File: config.mk
export PLATFORM = sky130hd
export DESIGN_NAME = prog_loader
export DESIGN_NICKNAME = d
export VERILOG_FILES = /design/src/rtl/instr_pack.sv /design/src/rtl/prog_loader.sv
export SDC_FILE = /design/constraint.sdc
export NUM_CORES = 1
export LEC_CHECK = 0
export ABC_CLOCK_PERIOD_IN_PS = 3090
export CAP_MARGIN = 10
export CORE_MARGIN = 1
export CORE_UTILIZATION = 43
export DETAILED_ROUTE_END_ITERATION = 10
export GPL_TIMING_DRIVEN = 0
export PLACE_DENSITY_LB_ADDON = 0.1
export SYNTH_ARGS = -nofsm -noshare
export SYNTH_HDL_FRONTEND = slang
export SYNTH_SLANG_ARGS = --single-unit
File: constraint.sdc
create_clock -name clk -period 3.09 [get_ports clk]
set_input_delay 0.4635 -clock clk [delete_from_list [all_inputs] [get_ports clk]]
set_output_delay 0.4635 -clock clk [all_outputs]
set_load 0.01 [all_outputs]
File: src/rtl/instr_pack.sv
// Shared instruction-path definitions used by the CPU and the program loader.
package instr_pack;

  // Instruction word and program-counter widths shared by CPU and loader.
  localparam int INSTR_W = 9;
  localparam int PC_W    = 10;

  // Program loader sequencing states.
  typedef enum logic [2:0] {
    LD_IDLE,
    LD_LOAD,
    LD_START,
    LD_RUN,
    LD_DONE,
    LD_TIMEOUT
  } ld_state;

endpackage

File: src/rtl/prog_loader.sv
// Program loader: streams words into instruction memory from address 0,
// holds the CPU in reset during the load, then supervises the run until
// cpu_done or a cycle timeout.
module prog_loader
  import instr_pack::*;
#(
  parameter int IM_SIZE = 64,
  parameter int TIMEOUT = 4096
) (
  input  logic               clk,
  input  logic               reset,
  input  logic               load_req,
  input  logic [PC_W-1:0]    load_len,
  input  logic               in_valid,
  output logic               in_ready,
  input  logic [INSTR_W-1:0] in_data,
  output logic               im_wr_en,
  output logic [PC_W-1:0]    im_wr_addr,
  output logic [INSTR_W-1:0] im_wr_data,
  output logic               cpu_start,
  input  logic               cpu_done,
  output logic               busy,
  output logic               run_done,
  output logic               timed_out,
  output logic               len_err,
  output logic [31:0]        cycles
);

  localparam logic [PC_W-1:0] IM_SIZE_W = PC_W'(IM_SIZE);
  localparam logic [31:0]     TIMEOUT_W = 32'(TIMEOUT);

  ld_state              state_q;
  logic [PC_W-1:0]      len_q, count_q;
  logic                 in_ready_q, im_wr_en_q, cpu_start_q, busy_q;
  logic                 run_done_q, timed_out_q, len_err_q;
  logic [PC_W-1:0]      im_wr_addr_q;
  logic [INSTR_W-1:0]   im_wr_data_q;
  logic [31:0]          cycles_q;

  logic [PC_W-1:0]      len_d, count_d;
  logic                 len_err_d, xfer;
  logic [31:0]          cycles_d;

  // Clamped load length, next word index and saturating run counter.
  always_comb begin
    len_err_d = (load_len > IM_SIZE_W);
    len_d     = len_err_d ? IM_SIZE_W : load_len;
    count_d   = count_q + 1'b1;
    cycles_d  = (cycles_q == 32'hFFFF_FFFF) ? cycles_q : cycles_q + 32'd1;
    xfer      = in_valid & in_ready_q;
  end

  // Sequencer: load, one START cycle, then supervised run; all outputs registered.
  always_ff @(posedge clk) begin
    if (reset) begin
      state_q      <= LD_IDLE;
      len_q        <= '0;
      count_q      <= '0;
      in_ready_q   <= 1'b0;
      im_wr_en_q   <= 1'b0;
      im_wr_addr_q <= '0;
      im_wr_data_q <= '0;
      cpu_start_q  <= 1'b1;
      busy_q       <= 1'b0;
      run_done_q   <= 1'b0;
      timed_out_q  <= 1'b0;
      len_err_q    <= 1'b0;
      cycles_q     <= '0;
    end else begin
      im_wr_en_q <= 1'b0;
      case (state_q)
        LD_IDLE, LD_DONE, LD_TIMEOUT: begin
          if (load_req) begin
            len_q       <= len_d;
            len_err_q   <= len_err_d;
            run_done_q  <= 1'b0;
            timed_out_q <= 1'b0;
            cycles_q    <= '0;
            count_q     <= '0;
            busy_q      <= 1'b1;
            cpu_start_q <= 1'b1;
            if (len_d != '0) begin
              state_q    <= LD_LOAD;
              in_ready_q <= 1'b1;
            end else begin
              // Zero length reruns whatever program is already resident.
              state_q <= LD_START;
            end
          end
        end
        LD_LOAD: begin
          if (xfer) begin
            im_wr_en_q   <= 1'b1;
            im_wr_addr_q <= count_q;
            im_wr_data_q <= in_data;
            count_q      <= count_d;
            if (count_d == len_q) begin
              in_ready_q <= 1'b0;
              state_q    <= LD_START;
            end
          end
        end
        LD_START: begin
          // The last write lands during this cycle, before the CPU leaves reset.
          state_q     <= LD_RUN;
          cpu_start_q <= 1'b0;
        end
        LD_RUN: begin
          if (cpu_done) begin
            state_q     <= LD_DONE;
            run_done_q  <= 1'b1;
            cpu_start_q <= 1'b1;
            busy_q      <= 1'b0;
          end else begin
            cycles_q <= cycles_d;
            if (cycles_d >= TIMEOUT_W) begin
              state_q     <= LD_TIMEOUT;
              timed_out_q <= 1'b1;
              cpu_start_q <= 1'b1;
              busy_q      <= 1'b0;
            end
          end
        end
        default: begin
          state_q     <= LD_IDLE;
          in_ready_q  <= 1'b0;
          cpu_start_q <= 1'b1;
          busy_q      <= 1'b0;
        end
      endcase
    end
  end

  assign in_ready   = in_ready_q;
  assign im_wr_en   = im_wr_en_q;
  assign im_wr_addr = im_wr_addr_q;
  assign im_wr_data = im_wr_data_q;
  assign cpu_start  = cpu_start_q;
  assign busy       = busy_q;
  assign run_done   = run_done_q;
  assign timed_out  = timed_out_q;
  assign len_err    = len_err_q;
  assign cycles     = cycles_q;

endmodule

==> impl_results.md <==
* Worst Tran Pin Value at between 0.7 and 0.8 ns
* Rows at 35
* Worst path most repeated cell: or4_4
* Most common cell after layout, fill and taps aside: clkdlybuf4s50_1
* Simple-Gate Fraction of Synth Area at 29.6%
* Dpl ws at -0.462 ns
* Status: finished, violations left
* Die H at just over 100 um
* Type of the tightest min-delay check: reg -> reg
* VDD IR max at roughly 0.33 mV
* Hold endpoint: im_wr_data[7]
* Final period utilization at 101%
* Static leakage at between 1.5 and 2 nW
* CTS Root Cell: clkbuf_8
* Final TNS setup at -0.0399 ns
* Layout cells sized above 1 at around an eighth
* Hold_sp: im_wr_data[7]
* Mapped cell area at approximately 0.0042 mm^2
* CTS Buf Count at 9
* Critical path, cell by cell: buf_6 > nand4_4 > or3_4 > or4_4 > or4b_4 > a32oi_2 > nand4_1 > or4_4 > a211oi_2
* RePlAce Congestion at roughly 0.96
* Clk_lat worst skew at 0.35 ns
* Critical path capture point type: register
* Worst setup margin at -0.0399 ns
* H-tree levels at 3
* Slowest CP cell: or4b_4
* Largest net degree at the start of global routing at 15
* CTS sink count at 81
* Mapped Cells at between 500 and 600
* Xor/xnor share of the synthesized area at between 5 and 6%
* Global Route Usage Sum at a little over a quarter
* Clk buf depth at 2
* Tmin final at 3.13 ns
* Worst Setup Start Kind: register
* Core area at just over 0.009 mm^2
* DRC at 0
* Initial antenna violation count at 0
* Routed WL at roughly 13,000 um
* Crit-path max cell delay at roughly 0.52 ns
* Yosys warning total at 0
* Max-cap violations at 0
* Proportion of synthesized area in mux cells at less than 1%
* Vias in the first global route at approximately 4,200
* Mean post-synth cell area at 7.58 um^2
* Die W at ~100 um
* Synth Flop Type: dfxtp_1
* Worst reg-to-reg setup slack at -0.04 ns
* Compound-Gate Fraction of Synth Area at 21.5%
* FF-to-FF End: busy
* R2R depth at 9
* DRT iter0 DRCs at 362
* Syn-to-layout area delta at 35.6%
* CTS tree: yes
* Unrepaired setup endpoints after global routing: yes
* Wire per inst at about 17 um
* Violated checks: setup timing
* Post-route ant nets at 0
* Fmax at between 300 and 400 MHz
* Async S/R FF share, synth at 0%
* Cts hold-fix bufs at 0
* Synth Register Bits at 81
* Commonest non-fill, non-tap cells in the layout: 81 x clkdlybuf4s50_1, 75 x nand2_1, 66 x nor2_1
* P per Cell Area at roughly 380 mW/mm^2
* Final Hold Vio Count at 0
* Slew Viols, Final at 0
* Total number of vias at about 4,500
* Vias/cell at 5.72
* Placed instance count at roughly 760
* Seq/Total Area, Yosys at roughly two fifths
* EDFF count, synth at 0
* Worst Skew at approximately 0.012 ns
* R2R Path Start: cycles[13]
* IO Port Bufs at slightly above 80
* # diodes at 0
* Crit-path max FO at 7
* Nets at between 600 and 700
* First-pass GRT wire length at 21,100 um
* CP Data Required Time at roughly 3.4 ns
* Post-synth net total at roughly 580
* CP Class: reg -> reg
* Worst path arrival time at around 3.4 ns
* Adder-Cell Fraction of Synth Area at less than 1%
* First-pass iteration count of the detailed router at 5
* Initial core utilization at around 45%
* Finished Layout Cells at 787
* Clock slew at reported path FFs at 0.09 ns
* GR Overflow Total at 0
* I/O pins at about 80
* Largest family of logic cells by synthesized area: simple AND/OR/NAND/NOR gates
* Final count of negative-setup-slack endpoints at 1
* Hold path cells at 2
* Die ar. at approximately 0.01 mm^2
* Detailed placement HPWL at about 9100 um
* Yosys cell types at 52
* Max_slew headroom at 51.8%
power by group:
| part | internal, W | total (W) | leakage [nW] | switching (W) |
|---|---|---|---|---|
| sequential | 0.00106 | 0.00107 | 0.664 | 0.0000123 |
| clock | 0.000481 | 0.000895 | 0.113 | 0.000414 |
| combinational | 0.0000784 | 0.000201 | 1.12 | 0.000122 |
| total | 0.00162 | 0.00217 | 1.90 | 0.000549 |
routing by layer:
layer / wire, um / part of all wire, % / GRT usage [%] / up-vias
met3: 1000 / 7.7 / 5.20 / 22
met1: 6270 / 48 / 38.1 / 2077
li1: - / - / - / 2201
met2: 5580 / 43 / 40.1 / 202
met5: 0 / 0 / 0 / -
met4: 221 / 1.7 / 9.03 / 0
state kept, by name (all words and copies together) (netlist names):
signal	flops
len_err	1
im_wr_en	1
cycles	32
run_done	1
im_wr_data	9
busy	1
count_q	10
state_q	3
im_wr_addr	10
in_ready	1
len_q	10
timed_out	1
cpu_start	1
metrics by stage:
stage               util, %  instance area, um^2  hold slack, ns  total power [W]
detailed placement     55.9                 5210           0.447          0.00129
global placement       55.7                 5200           0.441          0.00129
global route           60.8                 5670           0.479          0.00224
CTS                    59.9                 5590           0.460          0.00218
finish                 60.8                 5670           0.457          0.00217
floorplan                 -                 4230           0.450          0.00120
final cells by class:
cell class,instances,area [um^2]
fill,890,3660
multi-input combinational,430,2540
sequential,81,1650
timing repair buffer,96,927
tap,129,161
buffer,31,151
clock buffer,10,138
clock inverter,5,86.3
inverter,5,18.8
critical path: cells and delay by family, from the launching register on:
family	cells	cell delay, ns
simple gates	6	2.20
buf+inv	1	0.12
flops	1	0.34
compound gates	2	0.37
Yosys cell counts, types with 5 or more instances:
library cell  count  area (um^2)
dfxtp_1          81         1620
nand2_1          75          282
nor2_1           67          251
a21oi_1          55          275
clkbuf_1         31          116
nor3_1           30          150
o21ai_0          25          125
nand3_1          21          105
xnor2_1          14          123
nand4_1          12         75.1
or3_1            12         75.1
xor2_1           12          105
nor4_1           11         68.8
a311oi_1          9         78.8
a22o_1            8         70.1
a22oi_1           8         60.1
a31oi_1           7         43.8
and2_1            6         37.5
o31ai_1           6         45.0
inv_1             5         18.8
or4_1             5         37.5
what timing repair did:
item | CTS | global route
pin swaps | 6 | 6
buffers inserted | 9 | 5
gates resized for setup | 20 | 21
setup endpoints to repair | 5 | 6
worst max-delay path by stage:
| stage | slack (ns) | cells past startpoint | end | start |
|---|---|---|---|---|
| after CTS | -0.09 | 10 | busy | cycles[13] |
| final | -0.04 | 9 | busy | cycles[13] |
| after detailed placement | -0.46 | 9 | busy | cycles[21] |
| after floorplan | 0.02 | 9 | busy | cycles[21] |
| after global placement | -0.42 | 8 | busy | cycles[20] |
| after global routing | -0.11 | 8 | busy | cycles[3] |
kinds of logic after synthesis:
group,count (synthesis)
xor+xnor,26
simple gates,259
mux,1
flops,81
buf+inv,40
compound gates,142
fa+ha+maj,2
No activity file was read; power rests on OpenSTA's default activity.
==> patch 1 (same flow settings) <==
`INSTR_W`: 9 -> 18.
--- a/src/rtl/instr_pack.sv
+++ b/src/rtl/instr_pack.sv
@@ -2,7 +2,7 @@
 package instr_pack;
 
   // Instruction word and program-counter widths shared by CPU and loader.
-  localparam int INSTR_W = 9;
+  localparam int INSTR_W = 18;
   localparam int PC_W    = 10;
 
   // Program loader sequencing states.
Ports: changed (resized im_wr_data and in_data); port bits go from 82 to 100. The function was not compared with the original's and may differ.
==> patch 1 against the original RTL <==
- synthesized area up 11%
- via count up 12%
- clock skew up 6.5 ps
- routed wire length up 12%
- sequential cell count up 9
- cell area up 8.6%
- highest routed layer unchanged
- power down 2.0%
- worst setup slack better by 99 ps
==> patch 1: results (changes against the original RTL) <==
* Status: finished, final reports clean
* Layout cells sized above 1 at 0.0829 (-0.0372)
* Sequential share of the synthesized area at 0.389 (+0.000955)
* Number of port buffers at 98 (+21%)
* Number of global-route vias before repair at 4418 (+5.8%)
* Final setup viols at 0 (-1)
* Critical path's slowest cell: or4_1
* Adder-cell share of the synthesized area at 0.00540 (-0.000586)
* Skew final at 18.7 ps (+6.46 ps)
* Post-synthesis mux area share at 0.00891 (+0.00652)
* DRT Wirelength at 14600 um (+12%)
* Worst-Skew Late Latency at 360 ps
* Post-synthesis compound-gate area fraction at 0.215 (-0.000521)
* Pleak at 2.03 nW (+6.9%)
* Xor/xnor share of the synthesized area at 0.0359 (-0.0186)
* Cell variety after synth at 58 (+12%)
* Dpl hpwl at 10500 um (+14%)
* Pin count of the biggest net entering global routing at 17 (+2)
* WP data arrival at 3280 ps (-120 ps)
* Average via count per standard cell at 5.87 (+2.6%)
* GP Congestion at 0.935 (-2.3%)
* Nets@finish at 755 (+11%)
* Max FO, Critical Path at 9 (+2)
* Max VDD drop at 0.246 mV (-26%)
* Synth top area cells: dfxtp_1 (39%), nand2_1 (8.6%), a21oi_1 (7.6%)
* Drt initial violations at 415 (+15%)
* Layout fillers at 1020 (+15%)
* Dpl ws at -237 ps (+225 ps)
* Mapped Nets at 641 (+11%)
* Max reg flops at 32 (unchanged)
* First-pass GRT wire length at 23000 um (+8.8%)
* Max-slew headroom at 0.315 (-0.202)
* Commonest cells post-synth: nand2_1 (106), dfxtp_1 (90), a21oi_1 (70), nor2_1 (63), clkbuf_1 (37)
* Tot GR Track Use at 0.259 (-0.00739)
* H-tree levels at 3 (unchanged)
* Max incr delay on CP at 580 ps (+60 ps)
## patch 1: logic make-up after synthesis
logic type | Yosys count
adders and majority gates | 2
DFF | 90
AOI/OAI and AO/OA | 155
and+or+nand+nor | 292
xor gates and xnor gates | 19
muxes | 4
buffers and inverters | 44
## patch 1: where the power goes
group	total (mW)	switching [mW]	internal, mW
Sequential	1.18	0.0112	1.17
Clock	0.749	0.451	0.298
Combinational	0.189	0.109	0.0804
## patch 1: per-stage QoR
step                      std cells  power [mW]  TNS, ps  instance area [um^2]
final                           860        2.12        0                  6150
after global placement          840        1.39    -1420                  5780
after floorplan                 606        1.30        0                  4630
after global routing            860        2.21    -33.1                  6150
after detailed placement        840        1.40    -1040                  5780
after CTS                       857        2.14        0                  6010
## patch 1: final timing paths
kind	from	endpoint	slack, ps	cells past startpoint
max	cycles[13]	cpu_start	60	9
min	im_wr_data[8]	im_wr_data[8]	460	2
max reg2reg	cycles[13]	cpu_start	60	9
min reg2reg	im_wr_data[8]	im_wr_data[8]	460	2
## patch 1: routing by layer
layer	vias up	track usage	wire [um]
met5	-	0	0
li1	2425	-	-
met2	193	0.391	6490
met1	2409	0.381	6990
met3	21	0.0353	913
met4	0	0.0774	220
## patch 1: area by class of cell
cell class,count,share of cell area
multi-input combinational,472,0.455
sequential,90,0.294
timing repair buffer,107,0.170
tap,136,0.0276
buffer,36,0.0224
clock buffer,9,0.0201
clock inverter,6,0.00793
inverter,4,0.00244
## patch 1: timing repair
action | CTS | global route
pin swaps | 1 | 4
endpoints found under the setup margin | 6 | 15
buffers inserted | 2 | 7
cloned | 0 | 0
resized for setup | 8 | 21
## patch 1: critical path, delay by kind of cell, from the launching register on
family / cells / cell delay [ps]
buf+inv: 1 / 220
flops: 1 / 490
simple gates: 5 / 1340
xor+xnor: 1 / 200
compound gates: 2 / 680
==> patch 2 (same settings) <==
Without the edit above. Encoding of `ld_state`: now one-hot (6 bits for 6 states).
--- a/src/rtl/instr_pack.sv
+++ b/src/rtl/instr_pack.sv
@@ -6,13 +6,13 @@
   localparam int PC_W    = 10;
 
   // Program loader sequencing states.
-  typedef enum logic [2:0] {
-    LD_IDLE,
-    LD_LOAD,
-    LD_START,
-    LD_RUN,
-    LD_DONE,
-    LD_TIMEOUT
+  typedef enum logic [5:0] {
+    LD_IDLE    = 6'b000001,
+    LD_LOAD    = 6'b000010,
+    LD_START   = 6'b000100,
+    LD_RUN     = 6'b001000,
+    LD_DONE    = 6'b010000,
+    LD_TIMEOUT = 6'b100000
   } ld_state;
 
 endpackage
Function: same outputs for any inputs over 10 cycles, from zero or initial values and one cycle with reset high; not proved beyond that.
==> patch 2 against the original RTL <==
- clock power down 3.6%
- hold slack better by 0.58 ps
- synthesized area up 11%
- cell area up 3.5%
- worst setup slack better by 150 ps
- sequential cell count up 3
- sequential share of layout area down 0.39 points
- routed wire length up 13%
- power up 7.9%
- combinational power up 76%
- largest power group unchanged
==> patch 2: results (changes against the original RTL) <==
* Status: finished, final reports clean
* Dpl hpwl at 10500 um (+15%)
* Skew final at 9.18 ps (-3.10 ps)
* Hold Path Cell Cnt at 2 (unchanged)
* Depth of the worst register-to-register path at 10 (+1)
* Mapped Nets at 640 (+11%)
* Worst Min Path Start: im_wr_data[8]
* Tot GR Track Use at 0.269 (+0.00205)
* Post-CTS setup buffer count at 0 (-9)
* Max reg flops at 32 (unchanged)
* CTS Buffer Depth at 2 (unchanged)
* RR Endpoint: state_q[5]
* Reg2reg start: cycles[0]
* Worst-Skew Late Latency at 370 ps (+20 ps)
* Hold EP: im_wr_data[8]
* Critical path's slowest cell: or4_1
* Internal reg-to-reg setup slack at 110 ps (+150 ps)
* Sequential share of the synthesized area at 0.364 (-0.0241)
* Commonest cells post-synth: nand2_1 (90), dfxtp_1 (84), a21oi_1 (62), nor2_1 (60), nand3_1 (32)
* Ys async rst share at 0 (unchanged)
* Drt initial violations at 438 (+21%)
* Average via count per standard cell at 5.93 (+3.7%)
* Pin count of the biggest net entering global routing at 18 (+3)
* Root Driver: clkbuf_8
* CTS Buf Count at 9 (unchanged)
* Number of port buffers at 80 (-1.2%)
* WP data arrival at 3250 ps (-150 ps)
* Nets@finish at 732 (+7.6%)
* Layout cells sized above 1 at 0.0731 (-0.0469)
* First-pass GRT wire length at 23400 um (+11%)
* Pleak at 1.91 nW (+0.65%)
* Max incr delay on CP at 520 ps (about the same)
* Max-slew headroom at 0.353 (-0.165)
* DP Area at 5600 um^2 (+7.5%)
* Max VDD drop at 0.220 mV (-34%)
* H-tree levels at 3 (unchanged)
* GP Congestion at 0.897 (-6.3%)
* Layout fillers at 1035 (+16%)
* Hold Crit Class: reg2reg
* DRT Wirelength at 14700 um (+13%)
* CTS clk-pin slew, worst paths at 100 ps
* Number of global-route vias before repair at 4554 (+9.1%)
* Final hold slack at 458 ps (+0.578 ps)
* Synth top area cells: dfxtp_1 (36%), nand2_1 (7.3%), a21oi_1 (6.7%)
* Max FO, Critical Path at 6 (-1)
* Diode count at 0 (unchanged)
* Cell variety after synth at 58 (+12%)
[patch 2: power breakdown]
| group | total, mW | leakage [nW] | switching, mW | internal (mW) |
|---|---|---|---|---|
| sequential | 1.12 | 0.678 | 0.0202 | 1.10 |
| combinational | 0.353 | 1.13 | 0.235 | 0.118 |
| clock | 0.863 | 0.107 | 0.467 | 0.396 |
| total | 2.34 | 1.91 | 0.723 | 1.61 |
[patch 2: per-layer routing]
metal / routed length [um] / global-route usage / vias to the layer above
li1: - / - / 2447
met1: 7110 / 0.390 / 2362
met2: 6340 / 0.397 / 198
met3: 1060 / 0.0427 / 19
met4: 216 / 0.0992 / 0
met5: 0 / 0 / -
[patch 2: worst max-delay path by stage]
stage                     startpoint    endpoint  slack [ps]  depth (start not counted)
after floorplan            cycles[0]  state_q[5]         530                         10
after global placement    state_q[4]   cycles[0]        -160                          7
after detailed placement  state_q[0]   cycles[0]        -150                          7
after CTS                  cycles[0]  state_q[5]          60                         10
after global routing       cycles[0]  state_q[5]          20                         10
final                      cycles[0]  state_q[5]         110                         10
[patch 2: cell type report]
| class | count | area share |
|---|---|---|
| Clock inverter | 7 | 0.0160 |
| Buffer | 46 | 0.0341 |
| Inverter | 4 | 0.00256 |
| Multi-Input combinational cell | 480 | 0.472 |
| Timing Repair Buffer | 81 | 0.138 |
| Clock buffer | 9 | 0.0211 |
| Sequential cell | 84 | 0.287 |
| Tap cell | 136 | 0.0290 |
[patch 2: logic make-up (layout without fill, tap and decap cells)]
| group | Yosys count | in the layout | share of synthesized area |
|---|---|---|---|
| AO/OA/AOI/OAI | 160 | 160 | 0.216 |
| XOR/XNOR | 16 | 16 | 0.0303 |
| adder cells (fa/ha/maj) | 2 | 2 | 0.00541 |
| buffers and inverters | 50 | 147 | 0.0460 |
| flip-flops | 84 | 84 | 0.364 |
| multiplexers | 3 | 3 | 0.00650 |
| AND/OR/NAND/NOR | 299 | 299 | 0.331 |
[patch 2: worst reg2reg max path: cells and delay by family, from the launching register on]
kind            cells  cell delay (ps)
compound gates      2              540
fa+ha+maj           1              260
buf+inv             1              180
flops               1              420
simple gates        6             1480
[patch 2: timing repair]
item / 4_1_cts / 5_1_grt
cloned: 0 / 0
resized for setup: 1 / 7
setup endpoints to repair: 12 / 25
[patch 2: stage by stage]
stage | worst slack (ps) | std cells | TNS (ps) | power (mW) | util
4_1_cts | 64.2 | 847 | 0 | 2.34 | 0.562
6_report | 106 | 847 | 0 | 2.34 | 0.566
2_1_floorplan | 526 | 614 | 0 | 1.33 | -
5_1_grt | 24.6 | 847 | 0 | 2.43 | 0.566
3_3_place_gp | -162 | 830 | -1610 | 1.48 | 0.539
3_5_place_dp | -148 | 831 | -1490 | 1.48 | 0.540
